## src/rtl/regfile_write_arbiter.sv

```systemverilog
// Arbitrates the register-file write port between CPU writeback (priority) and a buffered debug loader.
// Optional statistics outputs are enabled by defining REGFILE_ARB_STATS_EN.
module regfile_write_arbiter #(
  parameter int DEPTH        = 4,
  parameter int STARVE_LIMIT = 8
) (
  input  logic                       clock,
  input  logic                       reset,
  input  logic                       cpu_we,
  input  logic [4:0]                 cpu_waddr,
  input  logic [31:0]                cpu_wdata,
  output logic                       cpu_stall,
  input  logic                       dbg_valid,
  output logic                       dbg_ready,
  input  logic [4:0]                 dbg_addr,
  input  logic [31:0]                dbg_data,
  output logic                       rf_we,
  output logic [4:0]                 rf_waddr,
  output logic [31:0]                rf_wdata,
`ifdef REGFILE_ARB_STATS_EN
  output logic [31:0]                stat_dbg_writes,
  output logic [31:0]                stat_stall_cycles,
`endif
  output logic [$clog2(DEPTH):0]     fifo_count
);

  localparam int AW = $clog2(DEPTH);
  localparam int CW = AW + 1;
  localparam int SW = $clog2(STARVE_LIMIT + 1);
  localparam logic [CW-1:0] DEPTH_C   = CW'(DEPTH);
  localparam logic [SW-1:0] STARVE_TC = SW'(STARVE_LIMIT - 1);

  typedef enum logic [1:0] {IDLE, WAIT, STEAL} state_t;

  state_t          state_q, state_d;
  logic [CW-1:0]   count_q, count_d;
  logic [AW-1:0]   wr_ptr_q, wr_ptr_d;
  logic [AW-1:0]   rd_ptr_q, rd_ptr_d;
  logic [SW-1:0]   starve_q, starve_d;
  logic [4:0]      mem_addr_q [DEPTH];
  logic [4:0]      mem_addr_d [DEPTH];
  logic [31:0]     mem_data_q [DEPTH];
  logic [31:0]     mem_data_d [DEPTH];

  logic            push, pop, nonempty, steal, we_int;
  logic [4:0]      head_addr;
  logic [31:0]     head_data;

  // Ready is decoded from the registered count so a full FIFO never accepts, even while popping.
  assign dbg_ready  = (count_q < DEPTH_C);
  assign fifo_count = count_q;
  assign cpu_stall  = (state_q == STEAL);
  assign rf_we      = we_int && !reset;

  always_comb begin
    push       = dbg_valid && dbg_ready;
    nonempty   = (count_q != '0);
    steal      = (state_q == STEAL);
    head_addr  = mem_addr_q[rd_ptr_q];
    head_data  = mem_data_q[rd_ptr_q];
    pop        = steal || (!cpu_we && nonempty);
    we_int     = 1'b0;
    rf_waddr   = cpu_waddr;
    rf_wdata   = cpu_wdata;

    if (steal) begin
      we_int   = (head_addr != 5'd0);
      rf_waddr = head_addr;
      rf_wdata = head_data;
    end else if (cpu_we) begin
      we_int   = 1'b1;
    end else if (nonempty) begin
      we_int   = (head_addr != 5'd0);
      rf_waddr = head_addr;
      rf_wdata = head_data;
    end

    mem_addr_d = mem_addr_q;
    mem_data_d = mem_data_q;
    wr_ptr_d   = wr_ptr_q;
    rd_ptr_d   = rd_ptr_q;
    if (push) begin
      mem_addr_d[wr_ptr_q] = dbg_addr;
      mem_data_d[wr_ptr_q] = dbg_data;
      wr_ptr_d             = wr_ptr_q + 1'b1;
    end
    if (pop) rd_ptr_d = rd_ptr_q + 1'b1;

    count_d  = count_q + CW'(push) - CW'(pop);
    starve_d = (pop || !nonempty) ? '0 : starve_q + 1'b1;

    if (nonempty && !pop && (starve_q == STARVE_TC)) state_d = STEAL;
    else if (count_d != '0)                          state_d = WAIT;
    else                                             state_d = IDLE;
  end

  always_ff @(posedge clock or posedge reset) begin
    if (reset) begin
      state_q    <= IDLE;
      count_q    <= '0;
      wr_ptr_q   <= '0;
      rd_ptr_q   <= '0;
      starve_q   <= '0;
      mem_addr_q <= '{default: '0};
      mem_data_q <= '{default: '0};
    end else begin
      state_q    <= state_d;
      count_q    <= count_d;
      wr_ptr_q   <= wr_ptr_d;
      rd_ptr_q   <= rd_ptr_d;
      starve_q   <= starve_d;
      mem_addr_q <= mem_addr_d;
      mem_data_q <= mem_data_d;
    end
  end

`ifdef REGFILE_ARB_STATS_EN
  logic [31:0] stat_dbg_writes_q, stat_dbg_writes_d;
  logic [31:0] stat_stall_cycles_q, stat_stall_cycles_d;

  // Both counters saturate rather than wrap.
  always_comb begin
    stat_dbg_writes_d   = stat_dbg_writes_q;
    stat_stall_cycles_d = stat_stall_cycles_q;
    if (pop && (stat_dbg_writes_q != '1))     stat_dbg_writes_d   = stat_dbg_writes_q + 1'b1;
    if (steal && (stat_stall_cycles_q != '1)) stat_stall_cycles_d = stat_stall_cycles_q + 1'b1;
  end

  always_ff @(posedge clock or posedge reset) begin
    if (reset) begin
      stat_dbg_writes_q   <= '0;
      stat_stall_cycles_q <= '0;
    end else begin
      stat_dbg_writes_q   <= stat_dbg_writes_d;
      stat_stall_cycles_q <= stat_stall_cycles_d;
    end
  end

  assign stat_dbg_writes   = stat_dbg_writes_q;
  assign stat_stall_cycles = stat_stall_cycles_q;
`endif

endmodule
```

## config.mk

```make
export PLATFORM = sky130hd
export DESIGN_NAME = regfile_write_arbiter
export DESIGN_NICKNAME = d
export VERILOG_FILES = /design/src/rtl/regfile_write_arbiter.sv
export SDC_FILE = /design/constraint.sdc
export NUM_CORES = 1
export LEC_CHECK = 0
export CORE_MARGIN = 2
export CORE_UTILIZATION = 40
export CTS_CLUSTER_SIZE = 20
export DETAILED_ROUTE_END_ITERATION = 8
export PLACE_DENSITY = 0.65
export SYNTH_ARGS = -nofsm -noshare
export SYNTH_HDL_FRONTEND = slang
export SYNTH_SLANG_ARGS = --single-unit
```

## constraint.sdc

```tcl
create_clock -name clock -period 5.03 [get_ports clock]
set_clock_uncertainty 0.1 [all_clocks]
set_input_delay 1.006 -clock clock [delete_from_list [all_inputs] [get_ports clock]]
set_output_delay 1.006 -clock clock [all_outputs]
set_load 0.03 [all_outputs]
```

* After elaboration in Yosys (flattened, before gate mapping)
Cells that the tools add are included.
** Storage, ports and cells
- Register bits after elaboration :: 161
- Bits in latches :: 0
- RAM bits :: 0
- Memory bits (read-only) :: 0
- Input bits :: 78
- Logic and storage cells :: 65
- Memories :: 0
** Operators by class
- Add/sub/neg operators :: 5
- Multipliers :: 0
- Divide/modulo/power cells :: 0
- $lt $le $gt $ge :: 4
- Equality and inequality tests :: 2
- Shifts and indexed selects :: 0
- Multiplexer cells :: 24
- Bitwise logic cells :: 2
- Reduce and logical (&&, ||, !) cells :: 15
** Operators by type and width (number)
- $mux 32 :: 6
- $bwmux 128 :: 1
- $bmux 32 s2 :: 1
- $demux 32 s2 :: 1
- $mux 5 :: 6
- $bwmux 20 :: 1
- $bmux 5 s2 :: 1
- $demux 5 s2 :: 1
- $ge 3x3->1 const B :: 2
- $logic_and 1x1->1 :: 6
- $not 2->3 :: 2
- $reduce_bool 3->1 :: 2
- $reduce_bool 5->1 :: 1
- $add 2x1->2 const B :: 2
- $add 4x1->4 const B :: 1
- $eq 4x3->1 const B :: 1
- $logic_not 1->1 :: 4
- $mux 1 :: 4
- $mux 4 :: 1
- $add 3x1->3 :: 1
- $lt 3x1->1 const B :: 1
- $lt 3x3->1 const B :: 1
- $sub 3x1->3 :: 1
- $eq 2x2->1 const B :: 1
- 2 further kinds :: 3

* Depth between registers and ports, before layout
Gate-level depths: netlist of run 1.
- Depth after elaboration :: 9
- Depth in mapped cells :: 11

* Worst setup path after synthesis of run 1
Ideal clock, no wire load.
- Path type :: input-to-output
- From :: in cpu_we
- To :: out rf_waddr[4]
- Arrival :: 2.017 ns
- Data required time :: 3.924 ns
- Path slack :: 1.907 ns
- Cell stages on the path :: 3
- Cells stage by stage :: o21ai_1 > clkbuf_1 > mux2_2
** On the way
- Word-level cells in the longest chain between the ends :: 2
** RTL lines
- from (decl) :: RTL line 9 : input logic cpu_we,
- $mux 5 :: RTL line 70 : end else if (cpu_we) begin
- $mux 5 :: RTL line 66 : if (steal) begin
- to (decl) :: RTL line 18 : output logic [4:0] rf_waddr,
No other way between the ends.

* Worst setup path after layout of run 1
- From :: reg rd_ptr_q[0]
- To :: out rf_wdata[31]
** On the way
- Word-level cells in the longest chain between the ends :: 7
** RTL lines
- from (decl) :: RTL line 38 : logic [AW-1:0] rd_ptr_q, rd_ptr_d;
- from (signal assigned) :: RTL line 110 : rd_ptr_q <= rd_ptr_d;
- $not 2->3 (implied by the code) * :: RTL line 60 : head_data = mem_data_q[rd_ptr_q];
- $bmux 32 s2 * :: RTL line 60
- $mux 32 (implied by the code) * (2 in series) :: RTL line 60
- $mux 32 :: RTL line 72 : end else if (nonempty) begin
- $mux 32 :: RTL line 70
- $mux 32 * :: RTL line 66
- to (decl) :: RTL line 19 : output logic [31:0] rf_wdata,
Every way passes the cells marked *; elsewhere a longest branch is shown, timed or not. The select of a mux whose other input is x is not followed.

==> results.ini, run 1 <==
[status]
status = finished, violations left
violations = DRC

[global_routing]
grt_max_degree = 83
gr-total-overflow = 0
grt_pass1_vias = 4830
gr-usage-all-layers = 0.170
grt_pass1_wl_mm = 25.9
antenna_found_initial = 0

[synthesis]
synth_area_per_cell_um2 = 16.1
ys_types = 24
syn_area_um2 = 7400
yosysWarnings = 0
yosys.area.top_type_share = 0.544
synth_cells = 459
ys_ff_latch = 161
synth_top_area_cell = dfrtp_1
ys_seq_area_frac = 0.544
synth_area_leaders = dfrtp_1 54%, mux2_2 28%, mux4_2 10%
synthesis.nets = 545

[setup_path]
required_ps = 3920
r2r_slack_ps = 2200
path_max_fanout = 29
cp_top_family = buffers and inverters
slowest_delay_ps = 660
cp_cell_sequence = buf_4 > mux4_1 > mux2_2 > clkdlybuf4s50_1
start_kind = register
crit_path_end_kind = output port
critical_path_class = register to output port
cp_slowest_cell = mux4_1
worstPathArrival_ps = 3140
path_buf_inv = 2

[finish]
areaGrowthSynthToFinish_pct = 28.5
fill_cells = 1468
utilization = 0.526
multi_input_area_um2 = 3240
ff_latch_area_um2 = 4030
drive_gt1_frac = 0.448
diodes = 0
finalNetCount = 669

[floorplan]
ios = 121
start_util = 0.409
fp.coreArea_um2 = 18100
die_y_um = 140
rows = 49
die_x_um = 140
dieArea_um2 = 19600

[placement]
hpwlAfterDp_mm = 10.1
routabilityCongestion = 0.712
port_buffers = 120
preCtsSetupSlack_ps = 906

[detailed_routing]
ant_nets = 0
vias = 4285
dr.first_iter.drc_count = 171
route.detailed.drc = 8
post_drt_via_cell_ratio = 5.19
wirelength_mm = 15.6
wl_per_cell_um = 18.9
first_pass_iters = 6

[clocking]
cts_setup_buffers = 0
cts_buffers = 17
cts-root-buf = clkbuf_16
cts_tree = yes
htreeDepth = 4
clockBufferDepth = 2
clkSlewWorstSetupHoldPaths_ps = 70
clock_latency_ps = 420
hold_buffers = 0
cts.sinks = 161
post_cts_resized = 0

[timing]
rsz0062_at_grt = false
layout_setup_ws_ps = 781
fmax_ghz = 0.235
finalCriticalPeriod_ps = 4250
finalSetupTns_ps = 0
hold_viol = 0
tightest_slew_ps = 1150
setup_viol = 0
max_slew_margin = 0.234
timing.final.crit_share = 0.845
slew_viol_final = 0

[power]
powerDensity_nw_per_um2 = 678
p_leak_nw = 3.98
p_total_mw = 6.46
ir_worst_vdd_mv = 0.356

[min_path]
hp-class = register to register

[run]
cap_violations = 0

[where the power goes]
part           leakage [nW]  switching, mW  total, mW  internal (mW)
clock network         0.285          0.521       1.37          0.846
logic                  1.76           1.21       2.81           1.60
registers              1.94          0.337       2.28           1.94
[worst register-to-register path, delay by kind of cell, from the launching register on]
kind / cells / cell delay [ps]
flops: 1 / 430
fa+ha+maj: 3 / 890
xor+xnor: 2 / 290
compound gates: 1 / 80
buf+inv: 2 / 300
simple gates: 3 / 640
[worst paths after layout]
path,to,from,depth (start not counted)
max in group asynchronous,mem_data_q[61],reset,3
max,rf_wdata[31],rd_ptr_q[0],4
max reg2reg,state_q[0],fifo_count[1],11
min,starve_q[0],starve_q[0],1
min reg2reg,starve_q[0],starve_q[0],1
min in group asynchronous,fifo_count[2],reset,2
[synthesized netlist by cell type (all sizes together)]
| library cell | number |
|---|---|
| mux2 | 185 |
| nor3 | 3 |
| o21ai | 3 |
| nand3b | 1 |
| mux4 | 37 |
| nand2b | 1 |
| nand2 | 9 |
| nand3 | 1 |
| or4 | 1 |
| clkbuf | 7 |
| inv | 10 |
| buf | 18 |
| xnor2 | 5 |
| a21oi | 1 |
| nor2 | 5 |
| ha | 7 |
| nor2b | 1 |
| xor2 | 2 |
| fa | 1 |
| dfrtp | 161 |
[logic make-up after synthesis]
kind of cell / share of synthesized area
flops: 0.544
simple gates: 0.0135
mux: 0.395
fa+ha+maj: 0.0145
compound gates: 0.00270
xor+xnor: 0.00828
buf+inv: 0.0213
[cell usage in the layout, fill, tap and decap left out, drive strengths merged]
cell           count
xor2               2
a21oi              1
nor2               5
ha                 7
fa                 1
nor3               3
bufinv             4
or4                1
nor2b              1
clkinvlp           7
mux4              37
dfrtp            161
buf               10
nand3b             1
clkinv             1
clkdlybuf4s50    120
nand2              9
xnor2              5
o21ai              3
mux2             185
inv               10
clkbuf            20
nand3              1
nand2b             1
[state kept, by name, summed over array words and instances (netlist names)]
name,flops
mem_data_q,128
mem_addr_q,20
starve_q,4
fifo_count,3
rd_ptr_q,2
state_q,2
wr_ptr_q,2
[stage by stage]
stage               std cells  hold WS, ps  area, um2
floorplan                 459          333       7410
global placement          793          347       8890
detailed placement        793          353       8890
CTS                       825          362       9520
global route              825          402       9520
finish                    825          361       9520
[metal layers]
metal | GRT usage | wire, um | part of all wire
met1 | 0.210 | 6660 | 0.43
met2 | 0.301 | 8260 | 0.53
met3 | 0.0383 | 527 | 0.034
met4 | 0.0494 | 166 | 0.011
met5 | 0 | 0 | 0
[final cells by class]
type,instances,share of cell area
Timing Repair Buffer,130,0.135
Clock inverter,12,0.0192
Inverter,10,0.00434
Sequential cell,161,0.424
Clock buffer,20,0.0469
Multi-Input combinational cell,263,0.340
Tap cell,229,0.0301
Note: power is estimated with default switching activity, not from simulation.
==> run 2: changes to the inputs <==
Settings changed: PLACE_DENSITY 0.65 to not set.
Clock period 5.03 ns to 4 ns, I/O delays scaled along.
==> results.ini, run 2 (synthesis results as in run 1) <==
[status]
status = finished, violations left
violations = DRC

[timing]
finalCriticalPeriod_ps = 3710
fmax_ghz = 0.270
finalSetupTns_ps = 0  ; unchanged
setup_viol = 0  ; unchanged
tightest_slew_ps = 703  ; -445 ps
slew_viol_final = 0  ; unchanged
fin_hold_ws_ps = 375  ; +14.4 ps
rsz0062_at_grt = false
max_slew_margin = 0.530  ; +0.296
hold_viol = 0  ; unchanged
timing.final.crit_share = 0.927

[detailed_routing]
wirelength_mm = 15.4  ; -1.5%
route.detailed.drc = 20  ; +12
first_pass_iters = 8  ; +2
wl_per_cell_um = 18.5  ; -2.3%
post_drt_via_cell_ratio = 5.24  ; +0.92%
dr.first_iter.drc_count = 153  ; -11%
vias = 4361  ; +1.8%
ant_nets = 0  ; unchanged

[power]
power_frac_seq = 0.350  ; -0.003
powerDensity_nw_per_um2 = 851  ; +25%
clkPwrFrac = 0.214  ; +0.002
switching_share = 0.313  ; -0.00759
p_leak_nw = 4.07  ; +2.2%
ir_worst_vdd_mv = 0.491  ; +38%
power.internal_mw = 5.62  ; +28%
switchingPower_mw = 2.56  ; +24%
power_frac_comb = 0.436  ; about the same

[clocking]
cts-root-buf = clkbuf_16
cts_tree = yes
clockBufferDepth = 2  ; unchanged
cts_buffers = 17  ; unchanged
htreeDepth = 4  ; unchanged
clock_latency_ps = 420  ; about the same
cts.sinks = 161  ; unchanged
clkSlewWorstSetupHoldPaths_ps = 60  ; about the same

[global_routing]
gr-usage-all-layers = 0.167  ; -0.00310
grt_pass1_vias = 4751  ; -1.6%
met1_usage = 0.206  ; -0.00381
antenna_found_initial = 1  ; +1
met3_usage = 0.0427  ; +0.00444
grt_max_degree = 63  ; -24%
met2_usage = 0.288  ; -0.0130
grt_pass1_wl_mm = 25.2  ; -2.5%
gr-total-overflow = 0  ; unchanged
grt.busiest_layer = met2

[floorplan]
fp.coreArea_um2 = 18100  ; unchanged
ios = 121  ; unchanged
die_y_um = 140  ; unchanged
dieArea_um2 = 19600  ; unchanged
rows = 49  ; unchanged
start_util = 0.409  ; unchanged
die_x_um = 140  ; unchanged

[setup_path]
r2r_end = state_q[0]
slowest_delay_ps = 660  ; about the same
crit_path_end_kind = output port
r2r_slack_ps = 1240  ; -960 ps
worstPathArrival_ps = 2810  ; -330 ps
cp_cell_sequence = buf_4 > mux4_2 > mux2_2 > clkdlybuf4s50_1
path_max_fanout = 23  ; -21%
critical_path_class = register to output port
crit_path_start = rd_ptr_q[1]
cp_slowest_cell = dfrtp_2
cp-endpoint = rf_wdata[22]
required_ps = 3100  ; -820 ps
reg2reg_depth = 11  ; unchanged
start_kind = register
reg2reg_from = fifo_count[1]

[run]
cap_violations = 0  ; unchanged

[placement]
routabilityCongestion = 0.726  ; +2.0%
port_buffers = 120  ; unchanged
hpwlAfterDp_mm = 10.3  ; +1.6%

[finish]
largest_register_ffs = 128  ; unchanged
areaGrowthSynthToFinish_pct = 29.9
final_cell_mix = 185 x mux2_2, 159 x dfrtp_1, 119 x clkdlybuf4s50_1
finalNetCount = 675  ; +0.90%
fill_cells = 1483  ; +1.0%
top_register = mem_data_q
ff_latch_area_um2 = 4030  ; unchanged
reg_top3 = mem_data_q (128), mem_addr_q (20), starve_q (4)
final_common_cell = mux2_2
drive_gt1_frac = 0.453  ; +0.00550
multi_input_area_um2 = 3240  ; unchanged

[min_path]
hp-class = register to register

[run 2: cell types whose count changed in the layout (fill, tap and decap cells not counted), sizes merged]
cell / before / now
bufinv: 4 / 5
diode: 0 / 1
inv: 10 / 9
clkdlybuf4s50: 120 / 119
dlymetal6s2s: 0 / 1
clkbuf: 20 / 21
clkinvlp: 7 / 1
buf: 10 / 16
clkinv: 1 / 6
[run 2: worst max-delay path: cells and delay by family (launching register included)]
kind / cells / cell delay (ps)
DFF: 1 / 660
muxes: 2 / 680
buffers and inverters: 2 / 1030
[run 2: how the worst min path moves through the flow]
| stage | end | slack (ps) | from | depth (start not counted) |
|---|---|---|---|---|
| 4_1_cts | starve_q[0] | 380 | starve_q[0] | 1 |
| 2_1_floorplan | starve_q[0] | 330 | starve_q[0] | 1 |
| 6_report | starve_q[0] | 380 | starve_q[0] | 1 |
| 3_5_place_dp | starve_q[0] | 370 | starve_q[0] | 1 |
| 5_1_grt | starve_q[0] | 400 | starve_q[0] | 1 |
| 3_3_place_gp | starve_q[0] | 340 | starve_q[0] | 1 |
[run 2: layout make-up]
cell class / count / share of cell area
clock buffers: 21 / 0.0479
multi-input cells: 263 / 0.337
flip-flops and latches: 161 / 0.419
inverters: 10 / 0.00429
diodes: 1 / 0.000260
well taps: 229 / 0.0298
clock inverters: 11 / 0.0191
repair buffers: 136 / 0.143
[run 2: what timing repair did]
item / in CTS / in global routing
endpoints found under the setup margin: 0 / 1
resized for setup: 0 / 1
hold endpoints to repair: 0 / 0
buffers inserted: 0 / 0
hold buffers: 0 / 0
[run 2: per-layer routing]
metal,vias up,routed length (um)
met2,81,7840
met4,0,209
met3,14,628
li1,1963,-
met1,2303,6710
met5,-,0
[run 2: per-stage QoR]
step / area (um2) / util / total power [mW] / setup WS [ps] / instances
global placement: 8970 / 0.496 / 6.37 / 394 / 799
detailed placement: 8970 / 0.496 / 6.52 / 350 / 799
finish: 9620 / 0.532 / 8.18 / 290 / 832
floorplan: 7410 / - / 5.38 / 1060 / 459
CTS: 9610 / 0.532 / 8.30 / 165 / 831
global route: 9620 / 0.532 / 8.68 / 183 / 831
[run 2: power groups by stage]
stage	clock (mW)	sequential [mW]	combinational, mW
2_1_floorplan	0	2.75	2.63
5_1_grt	1.87	2.97	3.84
3_3_place_gp	0	2.83	3.54
3_5_place_dp	0	2.90	3.62
6_report	1.75	2.86	3.57
4_1_cts	1.80	2.87	3.64
==> run 3: changes to the inputs <==
Settings changed: CELL_PAD_IN_SITES_DETAIL_PLACEMENT set to 0, CELL_PAD_IN_SITES_GLOBAL_PLACEMENT set to 2, CORE_ASPECT_RATIO set to 2, CORE_UTILIZATION 40 to 38, PLACE_DENSITY_LB_ADDON set to 0.1, TNS_END_PERCENT set to 20.
==> results.ini, run 3 (synthesis results as in run 1) <==
[status]
status = complete, no violations

[clocking]
post_cts_resized = 0  ; unchanged
cts_buffers = 17  ; unchanged
hold_buffers = 0  ; unchanged
cts.sinks = 161  ; unchanged
clockBufferDepth = 2  ; unchanged
clkSlewWorstSetupHoldPaths_ps = 60  ; about the same
cts_tree = yes
clock_latency_ps = 410  ; about the same
cts-root-buf = clkbuf_16
cts_setup_buffers = 0  ; unchanged
htreeDepth = 4  ; unchanged

[placement]
hpwlAfterDp_mm = 10.9  ; +6.7%
placed_area_um2 = 9010  ; +0.47%
preCtsSetupSlack_ps = 386  ; +36.0 ps
routabilityCongestion = 0.665  ; -8.4%
dp_cells = 828  ; +3.6%
port_buffers = 120  ; unchanged

[power]
switching_share = 0.320  ; +0.00685
power_frac_seq = 0.350  ; about the same
p_leak_nw = 4.04  ; -0.56%
power.internal_mw = 5.55  ; -1.2%
ir_worst_vdd_mv = 0.370  ; -24%
clkPwrFrac = 0.209  ; -0.005
switchingPower_mw = 2.61  ; +1.9%
powerDensity_nw_per_um2 = 847  ; -0.51%
power_frac_comb = 0.441  ; +0.005

[finish]
finalNetCount = 674  ; -0.15%
fin_cells = 860  ; +3.4%
drive_gt1_frac = 0.454  ; +0.000755
top_register = mem_data_q
final_area_um2 = 9640  ; +0.27%
diodes = 0  ; -1
reg_top3 = mem_data_q (128), mem_addr_q (20), starve_q (4)
fill_cells = 1685  ; +14%
final_cell_mix = 185 x mux2_2, 159 x dfrtp_1, 120 x clkdlybuf4s50_1
largest_register_ffs = 128  ; unchanged
final_common_cell = mux2_2
areaGrowthSynthToFinish_pct = 30.3

[floorplan]
die_y_um = 201  ; +44%
ios = 121  ; unchanged
start_util = 0.386  ; -0.0235
die_x_um = 103  ; -27%
dieArea_um2 = 20700  ; +5.5%
fp.coreArea_um2 = 19200  ; +6.1%
rows = 72  ; +47%

[global_routing]
grt_pass1_wl_mm = 26.3  ; +4.0%
gr-total-overflow = 0  ; unchanged
grt_max_degree = 95  ; +51%
grt_pass1_vias = 4979  ; +4.8%
antenna_found_initial = 0  ; -1
gr-usage-all-layers = 0.168  ; +0.00118

[timing]
timing.final.crit_share = 0.942  ; +0.0149
fin_hold_ws_ps = 366  ; -9.87 ps
rsz0062_at_grt = false
tightest_slew_ps = 629  ; -73.2 ps
slew_viol_final = 0  ; unchanged
max_slew_margin = 0.579  ; +0.0490
setup_viol = 0  ; unchanged
hold_viol = 0  ; unchanged
finalSetupTns_ps = 0  ; unchanged
fmax_ghz = 0.265  ; -1.6%
layout_setup_ws_ps = 231  ; -59.6 ps
finalCriticalPeriod_ps = 3770  ; +59.6 ps

[setup_path]
reg2reg_depth = 11  ; unchanged
cp_cell_sequence = mux4_1 > or4_1 > o21ai_1 > a21oi_1 > clkdlybuf4s50_1
cp-endpoint = rf_we
crit_path_end_kind = output port
reg2reg_from = fifo_count[1]
path_max_fanout = 7  ; -70%
cp_top_family = multiplexers
path_buf_inv = 1  ; -1
path_depth = 5  ; +1
r2r_slack_ps = 1140  ; -100 ps
crit_path_start = rd_ptr_q[0]
r2r_end = state_q[0]
required_ps = 3100  ; about the same
worstPathArrival_ps = 2870  ; +60 ps
slowest_delay_ps = 610  ; -50 ps
cp_slowest_cell = mux4_1
start_kind = register
critical_path_class = register to output port

[detailed_routing]
ant_nets = 0  ; unchanged
post_drt_via_cell_ratio = 5.07  ; -3.2%
wl_met3_um = 490  ; -22%
highest_layer = met4
wirelength_mm = 16.2  ; +5.3%
route.detailed.drc = 0  ; -100%
wl_met1_mm = 6.35  ; -5.4%
first_pass_iters = 4  ; -4
dr.first_iter.drc_count = 96  ; -37%
wl_per_cell_um = 18.8  ; +1.8%
wl_met2_mm = 9.15  ; +17%
vias = 4363  ; +0.046%

[min_path]
hp-class = register to register
holdCritStartpoint = starve_q[0]

[run]
cap_violations = 0  ; unchanged

-- run 3: cell types whose count changed in the layout (fill, tap and decap cells not counted), sizes merged, moves of 2 or more --
cell,before,now
bufinv,5,3
inv,9,11
clkinvlp,1,3
clkinv,6,3
-- run 3: how the worst min path moves through the flow --
stage	cells after the start	endpoint	slack (ps)
after floorplan	1	starve_q[0]	330
after global placement	1	starve_q[0]	350
after detailed placement	1	starve_q[0]	360
after CTS	1	starve_q[0]	370
after global routing	1	starve_q[0]	390
final	1	starve_q[0]	370
-- run 3: power groups by stage --
stage / clock network [mW] / logic, mW / registers, mW
after floorplan: 0 / 2.63 / 2.75
after global placement: 0 / 3.62 / 2.83
after detailed placement: 0 / 3.68 / 2.90
after CTS: 1.76 / 3.69 / 2.87
after global routing: 1.82 / 3.89 / 2.96
final: 1.71 / 3.60 / 2.86
-- run 3: routing by layer --
layer | GRT usage | vias to the layer above
li1 | - | 1959
met3 | 0.0313 | 12
met1 | 0.200 | 2318
met2 | 0.300 | 74
met4 | 0.0543 | 0
met5 | 0 | -
-- run 3: through the flow --
step                      total power [mW]   util
final                                 8.16  0.503
after global routing                  8.67  0.503
after CTS                             8.32  0.503
after detailed placement              6.58  0.470
after global placement                6.45  0.470
after floorplan                       5.38      -
-- run 3: worst register-to-register path: stages, from the launching register on --
cell and delay, ps:
dfrtp_1 420, nor3_1 510, o21ai_4 110, buf_4 210
ha_1 280, inv_1 40, ha_1 180, fa_1 380
xnor2_1 150, xnor2_1 140, nor3_1 170, nor2_1 60
-- run 3: area by class of cell --
type	count	area [um2]	area share
Clock buffer	22	484	0.0502
Multi-Input combinational cell	263	3240	0.336
Inverter	10	41.3	0.00428
Sequential cell	161	4030	0.418
Timing Repair Buffer	135	1380	0.143
Clock inverter	10	149	0.0154
Tap cell	259	324	0.0336
==> RTL edit 1, RTL diff (flow settings as in run 3) <==
The parameter `STARVE_LIMIT` goes from 8 to 4.
--- a/src/rtl/regfile_write_arbiter.sv
+++ b/src/rtl/regfile_write_arbiter.sv
@@ -3,5 +3,5 @@
 module regfile_write_arbiter #(
   parameter int DEPTH        = 4,
-  parameter int STARVE_LIMIT = 8
+  parameter int STARVE_LIMIT = 4
 ) (
   input  logic                       clock,
Function: no difference found for any inputs over 4 cycles, from zero or initial values and one cycle with reset high; that may be too few to reach the edited logic, so the function may still have changed.
==> RTL edit 1 against run 3 <==
Synthesized area shrank 0.46%. Setup slack gained 0.0086 ns. Power shrank 0.97%. Count of clock-buffer cells in the layout shrank 2. Sequential cell count shrank 1. Via count shrank 0.78%. Wire length shrank 0.62%. Fmax grew 0.23%. Register-to-register slack gained 0.07 ns. Design area shrank 0.54%. Critical path type unchanged. Largest cell class unchanged. Largest power group unchanged.
==> RTL edit 1: results (changes against run 3) <==
Post-layout nets 671 (-0.45%); largest registers mem_data_q x128, mem_addr_q x20; Max IR drop VDD 0.000438 V (+18%); post-synthesis sequential area ratio 0.543 (-0.000901); average vias per placed instance 5.06 (-0.20%); global placer's final weighted congestion 0.705 (+6.0%); initial detailed-routing violation count 103 (+7.3%); critical path arrival 2.86 ns (about the same); met2 Resource Use GR 0.304 (+0.00397); post-synthesis share of cell area spent on xor and xnor gates 0.00594 (-0.00234); critical-path maximum fanout 6 (-1); met3 layer wire length in the routed design 489 µm (-0.20%); number of instances resized during post-cts repair 1 (+1); vias after detailed routing 4329 (-0.78%); fraction of power spent switching nets 0.321 (+0.000795); Routed Wire Length 16100 µm (-0.62%); Synth area leaders dfrtp_1, mux2_2, mux4_2; wire length on met2 9140 µm (about the same); most common library cells after synthesis mux2_2, dfrtp_1, mux4_2, buf_2, inv_1; overall power after layout 8090 µW (-0.97%); leakage power total 0.00402 µW (-0.58%); length of routed wiring on met1 6220 µm (-2.0%); H-tree depth 4 (unchanged); global-route met3 utilization 0.0373 (+0.00600); Synth Net Count 542 (-0.55%); Area after DPL 8990 µm² (-0.28%); global-route wire length before repair 25700 µm (-2.1%); layout cell share with drive strength beyond 1 0.456 (+0.00213); via count of the first global-routing pass 4778 (-4.0%); detailed-router iteration count before antenna repair 4 (unchanged); slew at the pin closest to its max-slew limit 0.909 ns (+0.280 ns); post-synthesis mux area share 0.397 (+0.00181); largest net degree at the start of global routing 75 (-21%); delay of the slowest critical-path stage 0.62 ns; placed cell count 822 (-0.72%); Detailed Place HPWL 11000 µm (+0.45%); Clk power 1620 µW (-5%); Setup Slack @ Placement 0.393 ns (+0.00677 ns); status finished clean; Total Routing Usage GR 0.168 (-0.000597); synthesized-area fraction occupied by ao, oa, aoi and oai cells 0.00340 (+0.000692); Syn Area/Cell 16.2 µm² (+0.42%); global routing usage on met1 0.190 (-0.00989); fraction of the mapped netlist area in adder cells 0.0163 (+0.00176)
==> RTL edit 1: path summary, 6_finish.rpt <==
| check | cells after the start | to | start | slack, ns |
|---|---|---|---|---|
| min in group asynchronous | 2 | fifo_count[0]$_DFF_PP0_ | reset | 0.86 |
| max in group asynchronous | 3 | mem_data_q[85]$_DFFE_PP0P_ | reset | 2.07 |
| min | 1 | starve_q[0]$_DFF_PP0_ | starve_q[0]$_DFF_PP0_ | 0.34 |
| max reg2reg | 10 | state_q[0]$_DFF_PP0_ | fifo_count[2]$_DFF_PP0_ | 1.21 |
| max | 5 | rf_we | rd_ptr_q[0]$_DFFE_PP0P_ | 0.24 |
| min reg2reg | 1 | starve_q[0]$_DFF_PP0_ | starve_q[0]$_DFF_PP0_ | 0.34 |
==> RTL edit 1: cell type report <==
class,count,area [µm²]
clock inverters,11,140
flip-flops and latches,160,4010
clock buffers,20,447
well taps,259,324
inverters,10,41.3
fillers,1711,9600
multi-input cells,260,3230
repair buffers,135,1410
==> RTL edit 2, RTL diff (flow settings as in run 3) <==
Without the edit above. The 3 states of `state_t` get a one-hot encoding in 3 bits.
--- a/src/rtl/regfile_write_arbiter.sv
+++ b/src/rtl/regfile_write_arbiter.sv
@@ -31,5 +31,5 @@
   localparam logic [SW-1:0] STARVE_TC = SW'(STARVE_LIMIT - 1);
 
-  typedef enum logic [1:0] {IDLE, WAIT, STEAL} state_t;
+  typedef enum logic [2:0] {IDLE = 3'b001, WAIT = 3'b010, STEAL = 3'b100} state_t;
 
   state_t          state_q, state_d;
Formal check against the unedited RTL: no difference found for any inputs over 4 cycles, from zero or initial values and one cycle with reset high; so few cycles prove little.
==> RTL edit 2 against run 3 <==
First-iteration DRC count up 43%. Setup slack worse by 0.091 ns. Highest routed layer unchanged. Power up 3.4%. Utilization up 0.30 points. Sequential cell count up 1. Synthesized area up 0.54%. Wire length up 3.2%. Design area up 1.1%.
==> RTL edit 2: results (changes against run 3) <==
Total Routing Usage GR 0.171 (+0.00285); Area after DPL 9030 µm² (+0.22%); synthesized-area fraction occupied by ao, oa, aoi and oai cells 0.00269 (-0.0000145); critical-path maximum fanout 10 (+3); largest net degree at the start of global routing 78 (-18%); post-synthesis mux area share 0.393 (-0.00213); via count of the first global-routing pass 5036 (+1.1%); post-synthesis share of cell area spent on xor and xnor gates 0.00824 (-0.0000445); Max IR drop VDD 0.000345 V (-6.8%); fraction of the mapped netlist area in adder cells 0.0145 (-0.0000782); critical path arrival 2.96 ns (+0.09 ns); # diodes 0 (unchanged); routed length per instance 19.4 µm (+3.1%); Setup Slack @ Placement 0.336 ns (-0.0504 ns); Yosys cell types 25 (+4.2%); global-route wire length before repair 26800 µm (+2.1%); post-synthesis sequential area ratio 0.545 (+0.000603); Detailed Place HPWL 11400 µm (+3.7%); initial detailed-routing violation count 137 (+43%); most common library cells after synthesis mux2_2, dfrtp_1, mux4_2, buf_2, inv_1; layout cell share with drive strength beyond 1 0.455 (+0.000907); Post-layout nets 676 (+0.30%); clock latency on the worst-skew pair 0.42 ns; vias after detailed routing 4412 (+1.1%); post-synthesis async set-or-reset flop share 1.00 (unchanged); leakage power total 0.00409 µW (+1.2%); status finished clean; most used flip-flop cell after synthesis dfrtp_1; global placer's final weighted congestion 0.685 (+2.9%); slew at the pin closest to its max-slew limit 0.778 ns (+0.148 ns); critical register-to-register path startpoint fifo_count[2]$_DFF_PP0_; Synth Net Count 547 (+0.37%); Synth area leaders dfrtp_1, mux2_2, mux4_2
[RTL edit 2: logic make-up (layout without fill, tap and decap cells)]
family                     count (synthesis)  in the layout
buffers and inverters                     35            176
and+or+nand+nor                           23             23
DFF                                      162            162
AOI/OAI and AO/OA                          4              4
muxes                                    222            222
adders and majority gates                  8              8
xor gates and xnor gates                   7              7
[RTL edit 2: repair_timing]
item	CTS	global route
resized for setup	0	1
hold buffers	0	0
setup endpoints to repair	0	1
[RTL edit 2: area by class of cell]
cell class	instances	area, µm²
clock buffer	21	460
clock inverter	10	253
fill	1734	9530
inverter	10	41.3
multi-input combinational	264	3250
sequential	162	4060
tap	259	324
timing repair buffer	135	1360
[RTL edit 2: path summary, 6_finish.rpt]
check | end | slack (ns) | cells past startpoint
min reg2reg | starve_q[0]$_DFF_PP0_ | 0.38 | 1
max | rf_we | 0.14 | 5
min | starve_q[0]$_DFF_PP0_ | 0.38 | 1
max in group asynchronous | mem_data_q[77]$_DFFE_PP0P_ | 2.13 | 3
max reg2reg | state_q[0]$_DFF_PP1_ | 1.05 | 11
min in group asynchronous | fifo_count[2]$_DFF_PP0_ | 0.80 | 2
[RTL edit 2: through the flow]
step / hold slack [ns] / std cells
floorplan: 0.333 / 461
detailed placement: 0.365 / 830
global route: 0.405 / 861
finish: 0.384 / 861
global placement: 0.355 / 830
CTS: 0.372 / 861
[RTL edit 2: critical path: stages (launching register included)]
cell	delay [ns]
dfrtp_4	0.54
mux4_1	0.63
or4_1	0.56
o21ai_1	0.14
a21oi_1	0.08
clkdlybuf4s50_1	0.59
[RTL edit 2: metal layers]
metal	up-vias	global-route usage	part of all wire
met5	-	0	0
met4	0	0.0540	0.013
met3	16	0.0290	0.029
met2	87	0.317	0.58
met1	2346	0.193	0.38
li1	1963	-	-
[RTL edit 2: report_power, final]
part / internal (µW) / switching (µW) / total (µW) / leakage (µW)
logic: 2050 / 1550 / 3600 / 0.00180
registers: 2460 / 426 / 2890 / 0.00195
clock network: 1330 / 635 / 1960 / 0.000343
total: 5830 / 2610 / 8450 / 0.00409
